===== config.mk =====
export PLATFORM = sky130hd
export DESIGN_NAME = f1_reaction_timer
export DESIGN_NICKNAME = d
export VERILOG_FILES = /design/src/rtl/f1_reaction_timer.sv
export SDC_FILE = /design/constraint.sdc
export NUM_CORES = 1
export LEC_CHECK = 0
export BUFFER_PORTS_ARGS = -buffer_cell sky130_fd_sc_hd__buf_2
export CAP_MARGIN = 25
export CORE_ASPECT_RATIO = 2
export CORE_MARGIN = 2
export CORE_UTILIZATION = 35
export CTS_BUF_LIST = sky130_fd_sc_hd__clkbuf_2 sky130_fd_sc_hd__clkbuf_4 sky130_fd_sc_hd__clkbuf_8
export CTS_CLUSTER_DIAMETER = 120
export DETAILED_ROUTE_END_ITERATION = 16
export PLACE_DENSITY = 0.64
export REMOVE_ABC_BUFFERS = 1
export SETUP_SLACK_MARGIN = 0.2
export SLEW_MARGIN = 5
export SYNTH_ARGS = -nofsm -noshare
export SYNTH_HDL_FRONTEND = slang
export SYNTH_SLANG_ARGS = --single-unit

===== constraint.sdc =====
create_clock -name clk -period 2.4 [get_ports clk]
set_input_delay 0.24 -clock clk [delete_from_list [all_inputs] [get_ports clk]]
set_output_delay 0.24 -clock clk [all_outputs]
set_load 0.005 [all_outputs]

===== src/rtl/f1_reaction_timer.sv =====
// F1 start-light reaction timer.
// Waits for the full light gantry (0xFF), then runs a pseudo-random
// lights-out delay and measures the driver's reaction time in 1 ms ticks.
// A press before lights-out is reported as a jump start.
module f1_reaction_timer #(
    parameter logic [7:0] MIN_DELAY = 8'd20,
    parameter logic [6:0] LFSR_SEED = 7'h01
) (
    input  logic        clk,
    input  logic        rst,
    input  logic [7:0]  lights,
    input  logic        tick,
    input  logic        trigger,
    output logic        lights_off,
    output logic [7:0]  delay_ms,
    output logic [15:0] reaction_ms,
    output logic        result_valid,
    output logic        jump_start
);

    typedef enum logic [1:0] {
        ST_IDLE   = 2'd0,
        ST_DELAY  = 2'd1,
        ST_TIMING = 2'd2,
        ST_DONE   = 2'd3
    } state_t;

    // Maximal-length 7-bit LFSR step (taps 7,6); never leaves a nonzero seed.
    function automatic logic [6:0] lfsr_step(input logic [6:0] cur);
        lfsr_step = {cur[5:0], cur[6] ^ cur[5]};
    endfunction

    state_t      state_q, state_d;
    logic [6:0]  lfsr_q, lfsr_d;
    logic [7:0]  count_q, count_d;
    logic [15:0] rcnt_q, rcnt_d;
    logic        lights_off_q, lights_off_d;
    logic [7:0]  delay_ms_q, delay_ms_d;
    logic [15:0] reaction_ms_q, reaction_ms_d;
    logic        result_valid_q, result_valid_d;
    logic        jump_start_q, jump_start_d;
    logic [7:0]  load_val_s;

    // Delay for a new round; an 8-bit wrap to 0 naturally counts 256 ticks.
    assign load_val_s = MIN_DELAY + {1'b0, lfsr_q};

    // Next-state and output logic for the round FSM.
    always_comb begin
        state_d        = state_q;
        lfsr_d         = lfsr_step(lfsr_q);
        count_d        = count_q;
        rcnt_d         = rcnt_q;
        lights_off_d   = lights_off_q;
        delay_ms_d     = delay_ms_q;
        reaction_ms_d  = reaction_ms_q;
        result_valid_d = 1'b0;
        jump_start_d   = jump_start_q;

        case (state_q)
            ST_IDLE: begin
                // A press with any light lit is a jump start; with all lights
                // dark the press is simply ignored.
                if (trigger && (lights != 8'h00)) begin
                    state_d        = ST_DONE;
                    jump_start_d   = 1'b1;
                    result_valid_d = 1'b1;
                end else if (lights == 8'hFF) begin
                    state_d    = ST_DELAY;
                    count_d    = load_val_s;
                    delay_ms_d = load_val_s;
                end else begin
                    state_d = ST_IDLE;
                end
            end

            ST_DELAY: begin
                // Trigger wins over expiry in the same cycle.
                if (trigger) begin
                    state_d        = ST_DONE;
                    jump_start_d   = 1'b1;
                    lights_off_d   = 1'b0;
                    result_valid_d = 1'b1;
                end else if (tick) begin
                    count_d = count_q - 8'd1;
                    if (count_q == 8'd1) begin
                        state_d      = ST_TIMING;
                        lights_off_d = 1'b1;
                        rcnt_d       = 16'h0000;
                    end else begin
                        state_d = ST_DELAY;
                    end
                end else begin
                    state_d = ST_DELAY;
                end
            end

            ST_TIMING: begin
                // The reported time excludes a tick arriving with the press.
                if (trigger) begin
                    state_d        = ST_DONE;
                    reaction_ms_d  = rcnt_q;
                    jump_start_d   = 1'b0;
                    result_valid_d = 1'b1;
                end else if (tick && (rcnt_q != 16'hFFFF)) begin
                    rcnt_d = rcnt_q + 16'd1;
                end else begin
                    state_d = ST_TIMING;
                end
            end

            ST_DONE: begin
                if (lights == 8'h00) begin
                    state_d      = ST_IDLE;
                    lights_off_d = 1'b0;
                end else begin
                    state_d = ST_DONE;
                end
            end

            default: begin
                state_d      = ST_IDLE;
                lights_off_d = 1'b0;
            end
        endcase
    end

    // State and output registers with synchronous reset.
    always_ff @(posedge clk) begin
        if (rst) begin
            state_q        <= ST_IDLE;
            lfsr_q         <= LFSR_SEED;
            count_q        <= 8'h00;
            rcnt_q         <= 16'h0000;
            lights_off_q   <= 1'b0;
            delay_ms_q     <= 8'h00;
            reaction_ms_q  <= 16'h0000;
            result_valid_q <= 1'b0;
            jump_start_q   <= 1'b0;
        end else begin
            state_q        <= state_d;
            lfsr_q         <= lfsr_d;
            count_q        <= count_d;
            rcnt_q         <= rcnt_d;
            lights_off_q   <= lights_off_d;
            delay_ms_q     <= delay_ms_d;
            reaction_ms_q  <= reaction_ms_d;
            result_valid_q <= result_valid_d;
            jump_start_q   <= jump_start_d;
        end
    end

    assign lights_off   = lights_off_q;
    assign delay_ms     = delay_ms_q;
    assign reaction_ms  = reaction_ms_q;
    assign result_valid = result_valid_q;
    assign jump_start   = jump_start_q;

endmodule


Word level (Yosys, flattened, before mapping)

Cells that the tools add are included.

Bitwise operators: 2
Multiplexer cells: 32
Multiply operators: 0
$add $sub $neg: 3
Divide/modulo/power cells: 0
Equal/unequal tests: 20
Shift operators: 0
$lt $le $gt $ge: 0
Reductions and logical operators: 16

Operators with widths:

| kind                  | number |
|---|---|
| $mux 16               | 5 |
| $mux 8                | 4 |
| $pmux 16 s2           | 1 |
| $ne 2x2->1 const B    | 11 |
| $add 16x1->16 const B | 1 |
| $ne 16x16->1 const B  | 1 |
| $pmux 8 s2            | 1 |
| $mux 2                | 7 |
| $mux 1                | 10 |
| $ne 3x3->1 const B    | 3 |
| $add 5x7->8 const A   | 1 |
| $eq 8x1->1 const B    | 1 |
| $eq 8x8->1 const B    | 1 |
| $logic_not 8->1       | 1 |
| $pmux 2 s4            | 1 |
| $reduce_and 4->1      | 2 |
| $reduce_bool 8->1     | 1 |
| $sub 8x1->8 const B   | 1 |
| $reduce_and 6->1      | 1 |
| $reduce_bool 2->1     | 3 |
| $reduce_and 5->1      | 1 |
| $eq 2x2->1 const B    | 2 |
| $pmux 1 s2            | 2 |
| $pmux 1 s3            | 1 |
| 9 further kinds       | 10 |

Logic and storage cells: 82
Register bits: 60
Bits in read-only memories: 0
Bits in latches: 0
Output and inout bits: 27
RAM bits: 0
Input bits: 12
Memories kept: 0

Longest topological paths before layout

Gate-level depths: netlist of run 1.

Depth in word-level cells: 5
Gate-level depth with buffers: 8
Mapped depth without buffers: 7

Least setup slack after synthesis of run 1

OpenSTA, ideal clock, no wires.

Path kind: register to register
Start: register rcnt_q[0]
End: register state_q[0]
Arrival time: 1791 ps
Cell stages (with the launch flop): 7
Required time: 2334 ps
Setup slack: 543 ps
Setup time: 66 ps
Path through: dfxtp_1 -> ha_1 -> nand4_1 -> or4_4 -> and3_4 -> a311o_1 -> a21oi_2

Longest elaborated chain between the ends: 3

RTL lines:

| element                | RTL line | source |
|---|---|---|
| start, declared        | 36       | `logic [15:0] rcnt_q, rcnt_d;` |
| start signal, assigned | 143      | `rcnt_q <= rcnt_d;` |
| $ne 16x16->1           | 104      | `end else if (tick && (rcnt_q != 16'hFFFF)) begin` |
| $logic_and 1x1->1      | 104      |  |
| $ne 3x3->1 (no line)   | -        |  |
| end signal, assigned   | 140      | `state_q <= state_d;` |
| end, declared          | 33       | `state_t state_q, state_d;` |

Every way passes these cells.
A chain may end at the register's enable or synchronous reset.

Worst setup path in the final report of run 1

Start: register state_q[0]
End: register count_q[1]

Longest elaborated chain between the ends: 3
Elaborated cells between the ends (all ways): 9
Classes of those cells: eq/ne: 5; mux: 1; reduce/logical: 3

RTL lines:

| element                                                          | RTL line | source |
|---|---|---|
| $eq 2x1->1 / $logic_not 2->1 (equally long branches)             | 59       | `case (state_q)` |
| $ne 2x2->1 (no line) / $reduce_bool 2->1 (equally long branches) | -        |  |
| $reduce_and 5->1 (no line)                                       | -        |  |
| end signal, assigned                                             | 142      | `count_q <= count_d;` |
| end, declared                                                    | 35       | `logic [7:0] count_q, count_d;` |

Parallel ways exist; a longest one is shown, timed or not.

==> results of run 1 <==
==> cell type report <==
cell class / count / area [um^2]
well taps: 100 / 125
multi-input cells: 284 / 1740
flip-flops and latches: 60 / 1200
repair buffers: 57 / 333
clock buffers: 11 / 145
fillers: 935 / 5040
clock inverters: 3 / 15.0
inverters: 13 / 48.8
==> cells in the mapped netlist, types with 5 or more instances <==
| cell type | count |
|---|---|
| clkbuf_1 | 9 |
| nand4_1 | 6 |
| nor2b_1 | 10 |
| or2_2 | 5 |
| o21ai_0 | 22 |
| ha_1 | 11 |
| dfxtp_1 | 60 |
| nor2_1 | 19 |
| nand2_1 | 58 |
| clkbuf_8 | 6 |
| nand3_1 | 15 |
| a21oi_1 | 46 |
| a31oi_1 | 13 |
| inv_1 | 12 |
==> power groups by stage <==
stage	clock network, mW	logic [mW]	registers (mW)
6_report	0.773	1.08	1.14
5_1_grt	0.842	1.21	1.16
4_1_cts	0.810	1.07	1.14
3_5_place_dp	0	1.06	1.16
3_3_place_gp	0	1.05	1.16
2_1_floorplan	0	0.690	1.15
==> cell families (layout without fill, tap and decap cells) <==
| group | after synthesis | after routing | synth area share [%] |
|---|---|---|---|
| mux | 3 | 3 | 0.964 |
| xor+xnor | 3 | 3 | 0.844 |
| flops | 60 | 60 | 38.6 |
| buf+inv | 30 | 84 | 5.79 |
| simple gates | 155 | 155 | 27.2 |
| fa+ha+maj | 11 | 11 | 4.42 |
| compound gates | 112 | 112 | 22.2 |
==> state kept, by name (all words and copies together), names as in the netlist <==
| name | count |
|---|---|
| rcnt_q | 16 |
| reaction_ms | 16 |
| count_q | 8 |
| delay_ms | 8 |
| lfsr_q | 7 |
| state_q | 2 |
| jump_start | 1 |
| lights_off | 1 |
| result_valid | 1 |
==> through the flow <==
step                total power, mW  area (um^2)  setup WS (ns)  cells  hold slack [ns]
global placement               2.21         3440          0.260    514            0.439
finish                         2.99         3610          0.305    528            0.283
detailed placement             2.23         3440          0.181    514            0.445
global route                   3.20         3610          0.209    528            0.291
floorplan                      1.84         2980          0.193    357            0.302
CTS                            3.02         3600          0.218    528            0.259
==> metal layers <==
layer / track usage (%) / wire (um) / vias to the layer above
met4: 10.8 / 303 / 0
met5: 0 / 0 / -
met1: 17.5 / 3080 / 1388
li1: - / - / 1461
met2: 35.8 / 4930 / 56
met3: 3.66 / 238 / 19
==> path summary, 6_finish.rpt <==
check / cells past startpoint / endpoint
max: 7 / count_q[1]$_SDFFE_PP0P_
min: 2 / result_valid$_SDFF_PP0_
max reg2reg: 7 / count_q[1]$_SDFFE_PP0P_
min reg2reg: 2 / reaction_ms[3]$_SDFFE_PP0P_
==> repair_timing <==
action,in CTS,in global routing
setup endpoints to repair,5,15
resized for setup,1,1
cloned,0,0
==> critical path: cells and delay by family (launching register included) <==
family          cells  cell delay (ns)
compound gates      3             0.82
simple gates        2             0.42
flops               1             0.36
fa+ha+maj           1             0.31
buf+inv             1             0.12
==> summary.md, run 1 <==
| Metric | Value |
|---|---|
| Max Clock Skew | 0.00766 ns |
| Predominant post-synthesis flop cell | dfxtp_1 |
| Final WL | 8550 um |
| Crit path max fanout | 10 |
| Area delta synth->final | 15.8% |
| Post-CTS setup buffer count | 0 |
| FMAX | 477 MHz |
| Cell Chain, Critical Path | inv_1 -> ha_1 -> nor2_1 -> a211oi_1 -> nand2_1 -> a211o_1 -> a21oi_1 |
| Synth async-reset ratio | 0% |
| Number of vias per cell | 5.54 |
| Site row count | 48 |
| DR iter-0 viols | 158 |
| CTS tree | built |
| Vias in the first global route | 2870 |
| Share of the synthesized area in the top cell type | 38.6% |
| Clock Latency Late Sink | 0.35 ns |
| Least-Margin Pin Slew | 0.641 ns |
| Cell at the slowest stage of the critical path | a211oi_1 |
| Peak VDD IR | 0.467 mV |
| Drt wl/cell | 16.2 um |
| CTS max path bufs | 2 |
| Die height | 137 um |
| Clock Power Share | 25.8% |
| Number of remaining DRC errors | 0 |
| H-tree Lvls | 3 |
| CP max stage delay | 0.37 ns |
| Synthesized area per cell | 8.33 um^2 |
| PortBufs | 38 |
| Reg2reg setup slack | 0.30 ns |
| Most frequent cells in the layout | 60 x dfxtp_1, 58 x nand2_1, 46 x a21oi_1 |
| Post-route setup TNS | 0 ns |
| Switch Pwr | 1.11 mW |
| Via count | 2924 |
| Yosys top cell by area | dfxtp_1 |
| Crit path arrival time | 2.37 ns |
| Setup crit start kind | flip-flop |
| P per Cell Area | 830 nW/um^2 |
| Worst hold path class | in -> reg |
| Cells after synthesis | 374 |
| Post-synthesis sequential area ratio | 38.6% |
| Flops & latches, synth | 60 |
| HPWL Detailed | 6460 um |
| Drt first pass iters | 4 |
| Minimum clock period | 2.10 ns |
| RSZ-0062 raised after global routing | no |
| Top cells by area, synth | dfxtp_1 39%, a21oi_1 7.4%, nand2_1 7.0% |
| Min-delay src | trigger |
| Worst setup path start | state_q[0]$_SDFFE_PP0P_ |
| Critical Path RT | 2.68 ns |
| Die X | 70.7 um |
| IO Pins | 39 |
| Final Hold Viols | 0 |
| Final setup fails | 0 |
| Root Buffer Master | clkbuf_8 |
| Cell area after synthesis | 3110 um^2 |
| Ratio of cells with drive above 1 in the final layout | 22.0% |
| Max-slew violation count | 0 |
| Most common cell after layout, fill and taps aside | dfxtp_1 |
| Hold_buf cts | 0 |
| Nets | 448 |
| Worst setup EP type | flip-flop |
| Comb pwr share | 36.0% |
| CTS Sinks | 60 |
| Cts bufs inserted | 9 |
| Post-synth EDFFs | 0 |
| Largest net degree at the start of global routing | 28 |
| Leakage | 1.42 nW |
| Initial antenna violation count | 0 |
| Slew headroom | 57.2% |
| Clock slew at reported path FFs | 0.06 ns |
| Core area | 8650 um^2 |
| First-pass GRT wire length | 14000 um |
| Final ANT Viol Nets | 0 |
| Worst R2R Start | state_q[0]$_SDFFE_PP0P_ |
| Outcome | complete, no violations |
| Reg power frac | 38.2% |
| Inserted Diodes | 0 |
| Synth warn | 0 |
| Tcrit/Tclk final | 87.3% |
| Total GRT Usage | 18.5% |
| Synth cell types | 62 |
| Initial core utilization | 36.0% |
| Final Util | 41.7% |
| GRT overflow | 0 |
| Pint | 1.88 mW |
| Max Cap Viol | 0 |
| Die footprint | 9710 um^2 |
| Switching portion of total power | 37.0% |
| Routability Congestion | 0.958 |
| Crit Path Category | reg -> reg |
Power figures use the tool's default switching activity.
==> run 2: changes to the inputs <==
--- a/config.mk
+++ b/config.mk
@@ -13,7 +13,7 @@
 export CTS_BUF_LIST = sky130_fd_sc_hd__clkbuf_2 sky130_fd_sc_hd__clkbuf_4 sky130_fd_sc_hd__clkbuf_8
 export CTS_CLUSTER_DIAMETER = 120
 export DETAILED_ROUTE_END_ITERATION = 16
-export PLACE_DENSITY = 0.64
+export PLACE_DENSITY = 0.66
 export REMOVE_ABC_BUFFERS = 1
 export SETUP_SLACK_MARGIN = 0.2
 export SLEW_MARGIN = 5
==> constraint.sdc (replaced) <==
create_clock -name clk -period 1.75 [get_ports clk]
set_input_delay 0.175 -clock clk [delete_from_list [all_inputs] [get_ports clk]]
set_output_delay 0.175 -clock clk [all_outputs]
set_load 0.005 [all_outputs]
==> run 2 against run 1 <==
  * The flow now finishes with violations (setup timing)
  * Fmax is 10% higher
  * First-iteration DRC count is 8.2% lower
  * Non-clock buffer count is 67 higher
  * Sequential cell count stayed put
  * Clock-buffer cell count stayed put
  * Core utilization is 12 points higher
  * Clock power is 82% higher
  * Critical endpoint is now state_q[0]$_SDFFE_PP0P_
  * Largest power group is now combinational cells
==> summary.md, run 2 (synthesis results as in run 1) <==
| Metric | Value |
|---|---|
| Cts bufs inserted | 9 (unchanged) |
| Leakage | 1.89 nW (+34%) |
| Site row count | 48 (unchanged) |
| Initial antenna violation count | 0 (unchanged) |
| Critical Path RT | 2.02 ns (-0.66 ns) |
| Max Clock Skew | 0.00523 ns (-0.00243 ns) |
| RSZ-0062 raised after global routing | yes |
| PortBufs | 38 (unchanged) |
| Most common cell after layout, fill and taps aside | buf_4 |
| Vias in the first global route | 3197 (+11%) |
| Inserted Diodes | 0 (unchanged) |
| Worst Setup Slack, final | -0.152 ns (-0.457 ns) |
| IO Pins | 39 (unchanged) |
| Most frequent cells in the layout | 68 x buf_4, 55 x nand2_1, 51 x dfxtp_1 |
| Violated checks | setup timing |
| Number of vias per cell | 5.52 (-0.37%) |
| Tot Pwr | 5.63 mW (+88%) |
| Die X | 70.7 um (unchanged) |
| WHS | 0.184 ns (-0.0987 ns) |
| Total GRT Usage | 20.4% (+1.9 points) |
| Final Hold Viols | 0 (unchanged) |
| CP bufs+invs | 0 (-1) |
| Root Buffer Master | clkbuf_8 |
| Drt wl/cell | 16.6 um (+2.4%) |
| P per Cell Area | 1210 nW/um^2 (+46%) |
| FF/Latch Area | 1210 um^2 (+1.1%) |
| CTS tree | built |
| Min-delay src | tick |
| Ratio of cells with drive above 1 in the final layout | 45.3% (+23 points) |
| Crit path arrival time | 2.18 ns (-0.19 ns) |
| Multi-input logic area | 2100 um^2 (+21%) |
| FMAX | 526 MHz (+10%) |
| Crit path max fanout | 4 (-6) |
| Minimum clock period | 1.90 ns (-0.193 ns) |
| Cell Count, Final, Fillers Out | 597 (+13%) |
| Nets | 515 (+15%) |
| Largest net degree at the start of global routing | 32 (+14%) |
| Routability Congestion | 0.889 (-7.2%) |
| Post-route setup TNS | -0.520 ns (-0.520 ns) |
| Drt first pass iters | 5 (+1) |
| Crit-path leading delay family | simple AND/OR/NAND/NOR gates |
| Cell Chain, Critical Path | ha_4 -> nand4_1 -> or4_4 -> and3_4 -> a311o_1 -> a21oi_2 |
| Max Cap Viol | 0 (unchanged) |
| Tcrit/Tclk final | 109% (+21 points) |
| CTS Sinks | 60 (unchanged) |
| Hold Path Sink | rcnt_q[14]$_SDFFE_PP0P_ |
| DR iter-0 viols | 145 (-8.2%) |
| GRT overflow | 0 (unchanged) |
| Crit Path Category | reg -> reg |
| Placed cell count | 565 (+9.9%) |
| Die footprint | 9710 um^2 (unchanged) |
| Initial core utilization | 36.0% (unchanged) |
| CP max stage delay | 0.54 ns (+0.17 ns) |
| Slew headroom | 73.9% (+17 points) |
| Reg2reg setup slack | -0.15 ns (-0.46 ns) |
| Worst setup path start | rcnt_q[1]$_SDFFE_PP0P_ |
| HPWL Detailed | 6990 um (+8.2%) |
| Final WL | 9900 um (+16%) |
| Die height | 137 um (unchanged) |
| Least-Margin Pin Slew | 0.392 ns (-0.249 ns) |
| First-pass GRT wire length | 15400 um (+9.7%) |
| Max-slew violation count | 0 (unchanged) |
| Final setup fails | 7 (+7) |
| RR Endpoint | state_q[0]$_SDFFE_PP0P_ |
| Peak VDD IR | 0.721 mV (+55%) |
| Clock slew at reported path FFs | 0.07 ns (about the same) |
| Via count | 3294 (+13%) |
| Worst setup EP type | flip-flop |
| Worst R2R Start | rcnt_q[1]$_SDFFE_PP0P_ |
| Clock Latency Late Sink | 0.35 ns (about the same) |
| Cell at the slowest stage of the critical path | or4_4 |
| H-tree Lvls | 3 (unchanged) |
| Core area | 8650 um^2 (unchanged) |
| Area delta synth->final | 49.1% |
| Final ANT Viol Nets | 0 (unchanged) |
| Worst r2r path cells | 6 (-1) |
| FILL cells | 827 (-12%) |
| Setup crit start kind | flip-flop |
| Number of remaining DRC errors | 0 (unchanged) |
| Worst hold path class | in -> reg |
| Hold depth | 3 (+1) |
| Outcome | finished, violations left |
| CTS max path bufs | 2 (unchanged) |
==> run 2: changes by cell type in the layout (fill, tap and decap cells not counted), moves of 5 or more <==
cell,delta
o21ai_1,+6
a21oi_2,+7
buf_6,+16
ha_4,+5
dfxtp_1,-9
o21ai_2,+7
a21oi_1,-9
dfxtp_2,+8
buf_4,+49
o21ai_0,-15
==> run 2: worst reg2reg max path, cell delays in order (launching register included) <==
cell	delay [ns]
dfxtp_2	0.36
ha_4	0.15
nand4_1	0.11
or4_4	0.54
and3_4	0.18
a311o_1	0.32
a21oi_2	0.15
==> run 2: routing by layer <==
metal | wire length (um) | vias to the layer above | part of all wire [%] | track usage [%]
met5 | 0 | - | 0 | 0
met4 | 543 | 0 | 5.5 | 13.8
met3 | 316 | 39 | 3.2 | 4.02
met2 | 5620 | 93 | 57 | 38.9
met1 | 3420 | 1565 | 35 | 19.0
li1 | - | 1597 | - | -
==> run 2: repair_timing <==
item                       CTS  global route
hold buffers                 0             0
resized for setup           73            54
setup endpoints to repair   51            49
pin swaps                   33            26
setup buffers               11             5
==> run 2: worst max path at each step <==
stage / end / depth (start not counted) / slack, ns
2_1_floorplan: count_q[1]$_SDFFE_PP0P_ / 7 / -0.46
3_3_place_gp: rcnt_q[9]$_SDFFE_PP0P_ / 7 / -0.19
3_5_place_dp: rcnt_q[15]$_SDFFE_PP0P_ / 7 / -0.18
4_1_cts: rcnt_q[15]$_SDFFE_PP0P_ / 7 / -0.09
5_1_grt: state_q[0]$_SDFFE_PP0P_ / 5 / -0.21
6_report: state_q[0]$_SDFFE_PP0P_ / 6 / -0.15
==> run 2: stage by stage <==
| stage | util (%) | area, um^2 | worst slack, ns |
|---|---|---|---|
| final | 53.7 | 4640 | -0.152 |
| after global routing | 53.7 | 4640 | -0.206 |
| after CTS | 50.7 | 4380 | -0.0871 |
| after detailed placement | 44.4 | 3840 | -0.177 |
| after global placement | 44.4 | 3840 | -0.187 |
| after floorplan | - | 2980 | -0.457 |
==> run 2: area by class of cell <==
cell class	instances	area share [%]
well taps	100	2.70
clock buffers	11	3.13
repair buffers	124	19.7
flip-flops and latches	60	26.2
multi-input cells	284	45.3
clock inverters	5	1.62
inverters	13	1.37
==> run 2: report_power, final <==
group / leakage [nW] / total, mW / internal (mW) / switching, mW
Clock: 0.116 / 1.41 / 0.849 / 0.565
Sequential: 0.490 / 1.57 / 1.47 / 0.100
Combinational: 1.29 / 2.64 / 1.25 / 1.39
